<file path="src/rtl/mem_wb_pkg.sv">
// Shared types for the MEM->WB pipeline stage: default widths, entry layout, occupancy states.
package mem_wb_pkg;

    localparam int unsigned MEM_WB_DATA_W     = 32;
    localparam int unsigned MEM_WB_REG_ADDR_W = 5;

    typedef struct packed {
        logic [MEM_WB_REG_ADDR_W-1:0] dest;
        logic [MEM_WB_DATA_W-1:0]     data;
        logic                         mem_read;
        logic                         wb;
    } mem_wb_entry_t;

    // Encoded as {main_valid, skid_valid}
    typedef enum logic [1:0] {
        EMPTY = 2'b00,
        ONE   = 2'b10,
        FULL  = 2'b11
    } mem_wb_state_e;

endpackage

</file>
<file path="src/rtl/mem_wb_skid_buf.sv">
// Generic 2-entry valid/ready skid buffer with synchronous flush; payload is an opaque
// vector, sized by default to one mem_wb_entry_t.
module mem_wb_skid_buf
    import mem_wb_pkg::*;
#(
    parameter int unsigned W = $bits(mem_wb_entry_t)
) (
    input  logic         clk,
    input  logic         rst_n,
    input  logic         flush,
    input  logic         in_valid,
    output logic         in_ready,
    input  logic [W-1:0] in_data,
    output logic         out_valid,
    input  logic         out_ready,
    output logic [W-1:0] out_data
);

    mem_wb_state_e state_q, state_d;
    logic [W-1:0]  main_q, main_d;
    logic [W-1:0]  skid_q, skid_d;
    logic          accept;
    logic          pop;

    // Both handshake outputs come straight from the state register.
    assign out_valid = (state_q != EMPTY);
    assign in_ready  = (state_q != FULL);
    assign out_data  = main_q;

    assign accept = in_valid && in_ready;
    assign pop    = out_valid && out_ready;

    always_comb begin
        state_d = state_q;
        main_d  = main_q;
        skid_d  = skid_q;
        if (flush) begin
            state_d = EMPTY;
        end else begin
            unique case (state_q)
                EMPTY: begin
                    if (accept) begin
                        state_d = ONE;
                        main_d  = in_data;
                    end
                end
                ONE: begin
                    if (accept && pop) begin
                        main_d = in_data;
                    end else if (accept) begin
                        state_d = FULL;
                        skid_d  = in_data;
                    end else if (pop) begin
                        state_d = EMPTY;
                    end
                end
                FULL: begin
                    if (pop) begin
                        state_d = ONE;
                        main_d  = skid_q;
                    end
                end
                default: state_d = EMPTY;
            endcase
        end
    end

    always_ff @(posedge clk or negedge rst_n) begin
        if (!rst_n) begin
            state_q <= EMPTY;
            main_q  <= '0;
            skid_q  <= '0;
        end else begin
            state_q <= state_d;
            main_q  <= main_d;
            skid_q  <= skid_d;
        end
    end

endmodule

</file>
<file path="src/rtl/mem_wb_pipe_stage.sv">
// MEM->WB stage: writeback data selection, skid-buffered handshake, write qualification.
// Optional forwarding compare enabled by defining MEM_WB_FWD_EN.
module mem_wb_pipe_stage
    import mem_wb_pkg::*;
#(
    parameter int unsigned DATA_W      = MEM_WB_DATA_W,
    parameter int unsigned REG_ADDR_W  = MEM_WB_REG_ADDR_W,
    parameter int unsigned SUPPRESS_R0 = 1
) (
    input  logic                  clock,
    input  logic                  reset_n,
    input  logic                  flush,
    input  logic                  in_valid,
    output logic                  in_ready,
    input  logic [REG_ADDR_W-1:0] destination_input,
    input  logic [DATA_W-1:0]     result_input,
    input  logic [DATA_W-1:0]     loadvalue_input,
    input  logic                  MEMORY_READ_input,
    input  logic                  WRITEBACK_input,
    output logic                  out_valid,
    input  logic                  out_ready,
    output logic [REG_ADDR_W-1:0] destination_output,
    output logic [DATA_W-1:0]     writeback_data_output,
    output logic                  MEMORY_READ_output,
    output logic                  WRITEBACK_output,
    output logic                  rf_write_enable,
    input  logic [REG_ADDR_W-1:0] fwd_rs1,
    input  logic [REG_ADDR_W-1:0] fwd_rs2,
    output logic                  fwd_hit_rs1,
    output logic                  fwd_hit_rs2,
    output logic [DATA_W-1:0]     fwd_data
);

    typedef struct packed {
        logic [REG_ADDR_W-1:0] dest;
        logic [DATA_W-1:0]     data;
        logic                  mem_read;
        logic                  wb;
    } entry_t;

    entry_t                    in_entry;
    entry_t                    main_entry;
    logic [$bits(entry_t)-1:0] main_bits;
    logic                      dest_is_r0;

    always_comb begin
        in_entry.dest     = destination_input;
        in_entry.data     = MEMORY_READ_input ? loadvalue_input : result_input;
        in_entry.mem_read = MEMORY_READ_input;
        in_entry.wb       = WRITEBACK_input;
    end

    mem_wb_skid_buf #(
        .W($bits(entry_t))
    ) u_skid (
        .clk      (clock),
        .rst_n    (reset_n),
        .flush    (flush),
        .in_valid (in_valid),
        .in_ready (in_ready),
        .in_data  (in_entry),
        .out_valid(out_valid),
        .out_ready(out_ready),
        .out_data (main_bits)
    );

    assign main_entry = main_bits;
    assign dest_is_r0 = (SUPPRESS_R0 != 0) && (main_entry.dest == '0);

    assign destination_output    = main_entry.dest;
    assign writeback_data_output = main_entry.data;
    assign MEMORY_READ_output    = main_entry.mem_read;
    assign WRITEBACK_output      = main_entry.wb && out_valid;
    assign rf_write_enable       = out_valid && out_ready && main_entry.wb && !flush && !dest_is_r0;

`ifdef MEM_WB_FWD_EN
    assign fwd_hit_rs1 = out_valid && main_entry.wb && (main_entry.dest == fwd_rs1) && !dest_is_r0;
    assign fwd_hit_rs2 = out_valid && main_entry.wb && (main_entry.dest == fwd_rs2) && !dest_is_r0;
    assign fwd_data    = main_entry.data;
`else
    logic unused_fwd;
    assign unused_fwd  = ^{fwd_rs1, fwd_rs2};
    assign fwd_hit_rs1 = 1'b0;
    assign fwd_hit_rs2 = 1'b0;
    assign fwd_data    = '0;
`endif

endmodule

</file>
<file path="config.mk">
export PLATFORM = sky130hd
export DESIGN_NAME = mem_wb_pipe_stage
export DESIGN_NICKNAME = d
export VERILOG_FILES = /design/src/rtl/mem_wb_pkg.sv /design/src/rtl/mem_wb_skid_buf.sv /design/src/rtl/mem_wb_pipe_stage.sv
export SDC_FILE = /design/constraint.sdc
export NUM_CORES = 1
export LEC_CHECK = 0
export BUFFER_PORTS_ARGS = -buffer_cell sky130_fd_sc_hd__buf_4
export CAP_MARGIN = 20
export CORE_UTILIZATION = 45
export CTS_CLUSTER_DIAMETER = 30
export CTS_CLUSTER_SIZE = 12
export DETAILED_ROUTE_END_ITERATION = 16
export GPL_TIMING_DRIVEN = 0
export HOLD_SLACK_MARGIN = 0.06
export PLACE_DENSITY = 0.74
export SLEW_MARGIN = 20
export SYNTH_ARGS = -nofsm -noshare
export SYNTH_HDL_FRONTEND = slang
export SYNTH_HIERARCHICAL = 1
export SYNTH_SLANG_ARGS = --single-unit
</file>
<file path="constraint.sdc">
create_clock -name clock -period 2.5 [get_ports clock]
set_input_delay 0.625 -clock clock [delete_from_list [all_inputs] [get_ports clock]]
set_output_delay 0.625 -clock clock [all_outputs]
set_load 0.02 [all_outputs]
</file>
==> flow_results.xml <==
<?xml version="1.0" encoding="UTF-8"?>
<metrics>
  <group name="outcome">
    <metric name="outcome" unit="">complete, no violations</metric>
  </group>
  <group name="worst_setup_path">
    <metric name="worst_setup_path_start_kind" unit="">flip-flop</metric>
    <metric name="maximum_net_fanout_on_the_critical_path" unit="">5</metric>
    <metric name="critical_path.reg2reg.endpoint" unit="">u_skid/out_data[37]</metric>
    <metric name="cp-end-kind" unit="">output pin</metric>
    <metric name="critPathSlowestCell" unit="">sky130_fd_sc_hd__dfrtp_1</metric>
    <metric name="required" unit="ns">1.88</metric>
    <metric name="critical-path-max-stage-delay" unit="ns">0.43</metric>
    <metric name="path_common_cell" unit="">sky130_fd_sc_hd__inv_1</metric>
    <metric name="timing.setup.critical_path_class" unit="">reg2out</metric>
    <metric name="critical_path.startpoint" unit="">u_skid/state_q[0]</metric>
    <metric name="arrival" unit="ns">1.63</metric>
    <metric name="r2r_startpoint" unit="">u_skid/state_q[0]</metric>
    <metric name="rrSetupSlack" unit="ns">0.32</metric>
    <metric name="reg2regPathDepth" unit="">5</metric>
    <metric name="cells_traversed_along_the_worst_timing_path" unit="">inv_1, ha_1, inv_1, nand4b_1, a21oi_1, buf_4</metric>
  </group>
  <group name="power">
    <metric name="p_int" unit="mW">3.82</metric>
    <metric name="power_frac_clock" unit="%">16.6</metric>
    <metric name="netSwitchingFraction" unit="%">32.9</metric>
    <metric name="peakVddDrop" unit="mV">0.479</metric>
    <metric name="combPwrFrac" unit="%">43.3</metric>
    <metric name="p_leak" unit="nW">2.89</metric>
    <metric name="power_switching" unit="mW">1.87</metric>
    <metric name="share_seq_of_total_power" unit="%">40.1</metric>
    <metric name="power_density" unit="nW/um2">971</metric>
  </group>
  <group name="global_routing">
    <metric name="grt_use_met2" unit="%">27.9</metric>
    <metric name="wire_length_of_the_first_global_routing_pass" unit="um">13200</metric>
    <metric name="gr-usage-met3" unit="%">4.04</metric>
    <metric name="grt-busiest-layer" unit="">met2</metric>
    <metric name="antenna_found_initial" unit="">0</metric>
    <metric name="grt_use_met1" unit="%">20.4</metric>
    <metric name="grt.total_usage" unit="%">16.6</metric>
    <metric name="gr-total-overflow" unit="">0</metric>
    <metric name="grt_max_degree" unit="">81</metric>
    <metric name="first_global_vias" unit="">2777</metric>
  </group>
  <group name="clocking">
    <metric name="cts.sinks" unit="">80</metric>
    <metric name="clock_tree_from_tritoncts" unit="">yes</metric>
    <metric name="clk_transition_reported_paths" unit="ns">0.08</metric>
    <metric name="number_of_instances_resized_during_post_cts_repair" unit="">0</metric>
    <metric name="cts-hold-fix-buffers" unit="">0</metric>
    <metric name="clk_latency" unit="ns">0.34</metric>
    <metric name="clock_path_buffers" unit="">2</metric>
    <metric name="cts-buffers-inserted" unit="">9</metric>
    <metric name="clk_root_buffer_cell" unit="">sky130_fd_sc_hd__clkbuf_8</metric>
    <metric name="post_cts_setup_inserts" unit="">0</metric>
    <metric name="clock_tree.htree_level_count" unit="">3</metric>
  </group>
  <group name="timing">
    <metric name="finalHoldViolCount" unit="">0</metric>
    <metric name="timing.final.crit_period" unit="ns">2.26</metric>
    <metric name="fmax" unit="MHz">443</metric>
    <metric name="min_period_over_period" unit="%">90.3</metric>
    <metric name="slew_headroom" unit="%">52.9</metric>
    <metric name="grt_setup_unrepaired" unit="">no</metric>
    <metric name="final_max_tran_viols" unit="">0</metric>
    <metric name="fin_worst_skew" unit="ns">0.00984</metric>
    <metric name="final-setup-viol-count" unit="">0</metric>
    <metric name="timing_worst_slew_pin_value" unit="ns">0.707</metric>
    <metric name="fin_setup_tns" unit="ns">0</metric>
  </group>
  <group name="placed_design">
    <metric name="place.gp.congestion" unit="">0.774</metric>
    <metric name="portBuffers" unit="">117</metric>
    <metric name="post-dp-hpwl" unit="um">6170</metric>
  </group>
  <group name="cells_and_area">
    <metric name="multiInputGateArea" unit="um2">2200</metric>
    <metric name="diodes" unit="">0</metric>
    <metric name="final_layout_size_suffix_gt1_share" unit="%">69.6</metric>
    <metric name="finish.utilization" unit="%">60.3</metric>
    <metric name="register_area" unit="um2">2000</metric>
    <metric name="layout.cells.most_common_list" unit="">152 x sky130_fd_sc_hd__buf_4, 109 x sky130_fd_sc_hd__mux2_2, 80 x sky130_fd_sc_hd__dfrtp_1</metric>
    <metric name="num-nets-final" unit="">566</metric>
    <metric name="layout_commonest_cell" unit="">sky130_fd_sc_hd__buf_4</metric>
    <metric name="num-fill-cells" unit="">826</metric>
    <metric name="flow.area_growth_from_synthesis" unit="%">30.4</metric>
  </group>
  <group name="routing">
    <metric name="remaining_drc_errors" unit="">0</metric>
    <metric name="avgViaCountPerCell" unit="">4.65</metric>
    <metric name="wire_per_inst" unit="um">14.1</metric>
    <metric name="via_count" unit="">2837</metric>
    <metric name="drtIter0Drc" unit="">56</metric>
    <metric name="detail_route.wirelength" unit="um">8610</metric>
    <metric name="dr.pass1.iters" unit="">4</metric>
    <metric name="drt_antenna_net_count" unit="">0</metric>
  </group>
  <group name="job">
    <metric name="max_cap_violations" unit="">0</metric>
  </group>
  <group name="floorplanning">
    <metric name="die-area" unit="um2">10400</metric>
    <metric name="die_w" unit="um">102</metric>
    <metric name="starting_density" unit="%">46.2</metric>
    <metric name="placeableCoreArea" unit="um2">9730</metric>
    <metric name="ios" unit="">162</metric>
    <metric name="dieHeight" unit="um">102</metric>
    <metric name="fp-row-count" unit="">36</metric>
  </group>
  <group name="logic_synthesis">
    <metric name="synth-edff-count" unit="">0</metric>
    <metric name="post_synth.cell_area_avg" unit="um2">14.4</metric>
    <metric name="warnings_from_yosys" unit="">6</metric>
    <metric name="synthesis.instances" unit="">313</metric>
    <metric name="yosysUniqueCellTypes" unit="">28</metric>
    <metric name="synthDominantAreaCellType" unit="">sky130_fd_sc_hd__dfrtp_1</metric>
    <metric name="synth_seq_cells" unit="">80</metric>
    <metric name="synth_seq_area_share" unit="%">44.5</metric>
    <metric name="synthTopCellsByArea" unit="">sky130_fd_sc_hd__dfrtp_1 45%, sky130_fd_sc_hd__mux2_2 27%, sky130_fd_sc_hd__mux2_4 13%</metric>
    <metric name="asyncSetResetFlopFracSynth" unit="%">100</metric>
    <metric name="synth_area" unit="um2">4500</metric>
    <metric name="synth_top_area_share" unit="%">44.5</metric>
    <metric name="synthFlopType" unit="">sky130_fd_sc_hd__dfrtp_1</metric>
  </group>
  <group name="worst_hold_path">
    <metric name="worst_min_delay_path_class" unit="">in2async</metric>
  </group>
</metrics>
## logic make-up (layout without fill, tap and decap cells)
family	after synthesis	after routing	synth area share, %
AO/OA/AOI/OAI	5	5	0.890
buffers and inverters	54	185	9.26
adder cells (fa/ha/maj)	6	6	1.67
other	1	34	0.0834
flip-flops	80	80	44.5
AND/OR/NAND/NOR	15	15	2.28
multiplexers	152	152	41.3
## worst max path at each step
stage / to / slack [ns] / depth (start not counted)
after floorplan: rf_write_enable / 0.54 / 5
after global placement: u_skid/skid_q[34] / 0.35 / 7
after detailed placement: u_skid/skid_q[30] / 0.31 / 7
after CTS: rf_write_enable / 0.22 / 6
after global routing: rf_write_enable / 0.12 / 6
final: rf_write_enable / 0.24 / 6
## Yosys cell counts, types with 3 or more instances
| master | instances |
|---|---|
| sky130_fd_sc_hd__mux2_2 | 109 |
| sky130_fd_sc_hd__ha_1 | 6 |
| sky130_fd_sc_hd__nand2b_1 | 3 |
| sky130_fd_sc_hd__buf_6 | 3 |
| sky130_fd_sc_hd__buf_12 | 3 |
| sky130_fd_sc_hd__buf_2 | 6 |
| sky130_fd_sc_hd__inv_1 | 4 |
| sky130_fd_sc_hd__mux2i_1 | 3 |
| sky130_fd_sc_hd__buf_4 | 36 |
| sky130_fd_sc_hd__mux2_4 | 40 |
| sky130_fd_sc_hd__dfrtp_1 | 80 |
## state kept, by name, summed over array words and instances (netlist names)
register / count
u_skid/skid_q: 39
u_skid/state_q: 2
u_skid/out_data: 39
## critical path, delay by kind of cell, from the launching register on
family | cells | cell delay [ns]
flip-flops | 1 | 0.43
AO/OA/AOI/OAI | 1 | 0.13
adder cells (fa/ha/maj) | 1 | 0.22
AND/OR/NAND/NOR | 1 | 0.12
buffers and inverters | 3 | 0.40
## per-stage QoR
stage	cells	setup WS [ns]	hold WS, ns	power, mW	instance area, um2
2_1_floorplan	346	0.543	0.329	3.87	4620
3_3_place_gp	596	0.350	0.483	4.71	5670
3_5_place_dp	596	0.308	0.490	4.80	5670
4_1_cts	610	0.223	0.475	5.76	5860
5_1_grt	610	0.120	0.365	6.04	5860
6_report	610	0.243	0.302	5.69	5860
## power by group through the flow
stage          registers, mW  logic, mW  clock network [mW]
5_1_grt                 2.37       2.63                1.04
3_3_place_gp            2.28       2.43                   0
3_5_place_dp            2.31       2.49                   0
4_1_cts                 2.29       2.49               0.974
6_report                2.28       2.47               0.945
2_1_floorplan           2.63       1.25                   0
## layer usage
metal / vias up / share of wire, %
met5: - / 0
met4: 0 / 1.1
met3: 11 / 6.6
met2: 96 / 49
met1: 1369 / 43
li1: 1361 / -
## cell type report
| cell class | instances | share of cell area [%] |
|---|---|---|
| Buffer | 50 | 6.85 |
| Clock buffer | 11 | 2.58 |
| Clock inverter | 3 | 0.725 |
| Inverter | 4 | 0.256 |
| Multi-Input combinational cell | 212 | 37.6 |
| Sequential cell | 80 | 34.1 |
| Tap cell | 133 | 2.84 |
| Timing Repair Buffer | 117 | 15.0 |
No activity file was read; power rests on OpenSTA's default activity.
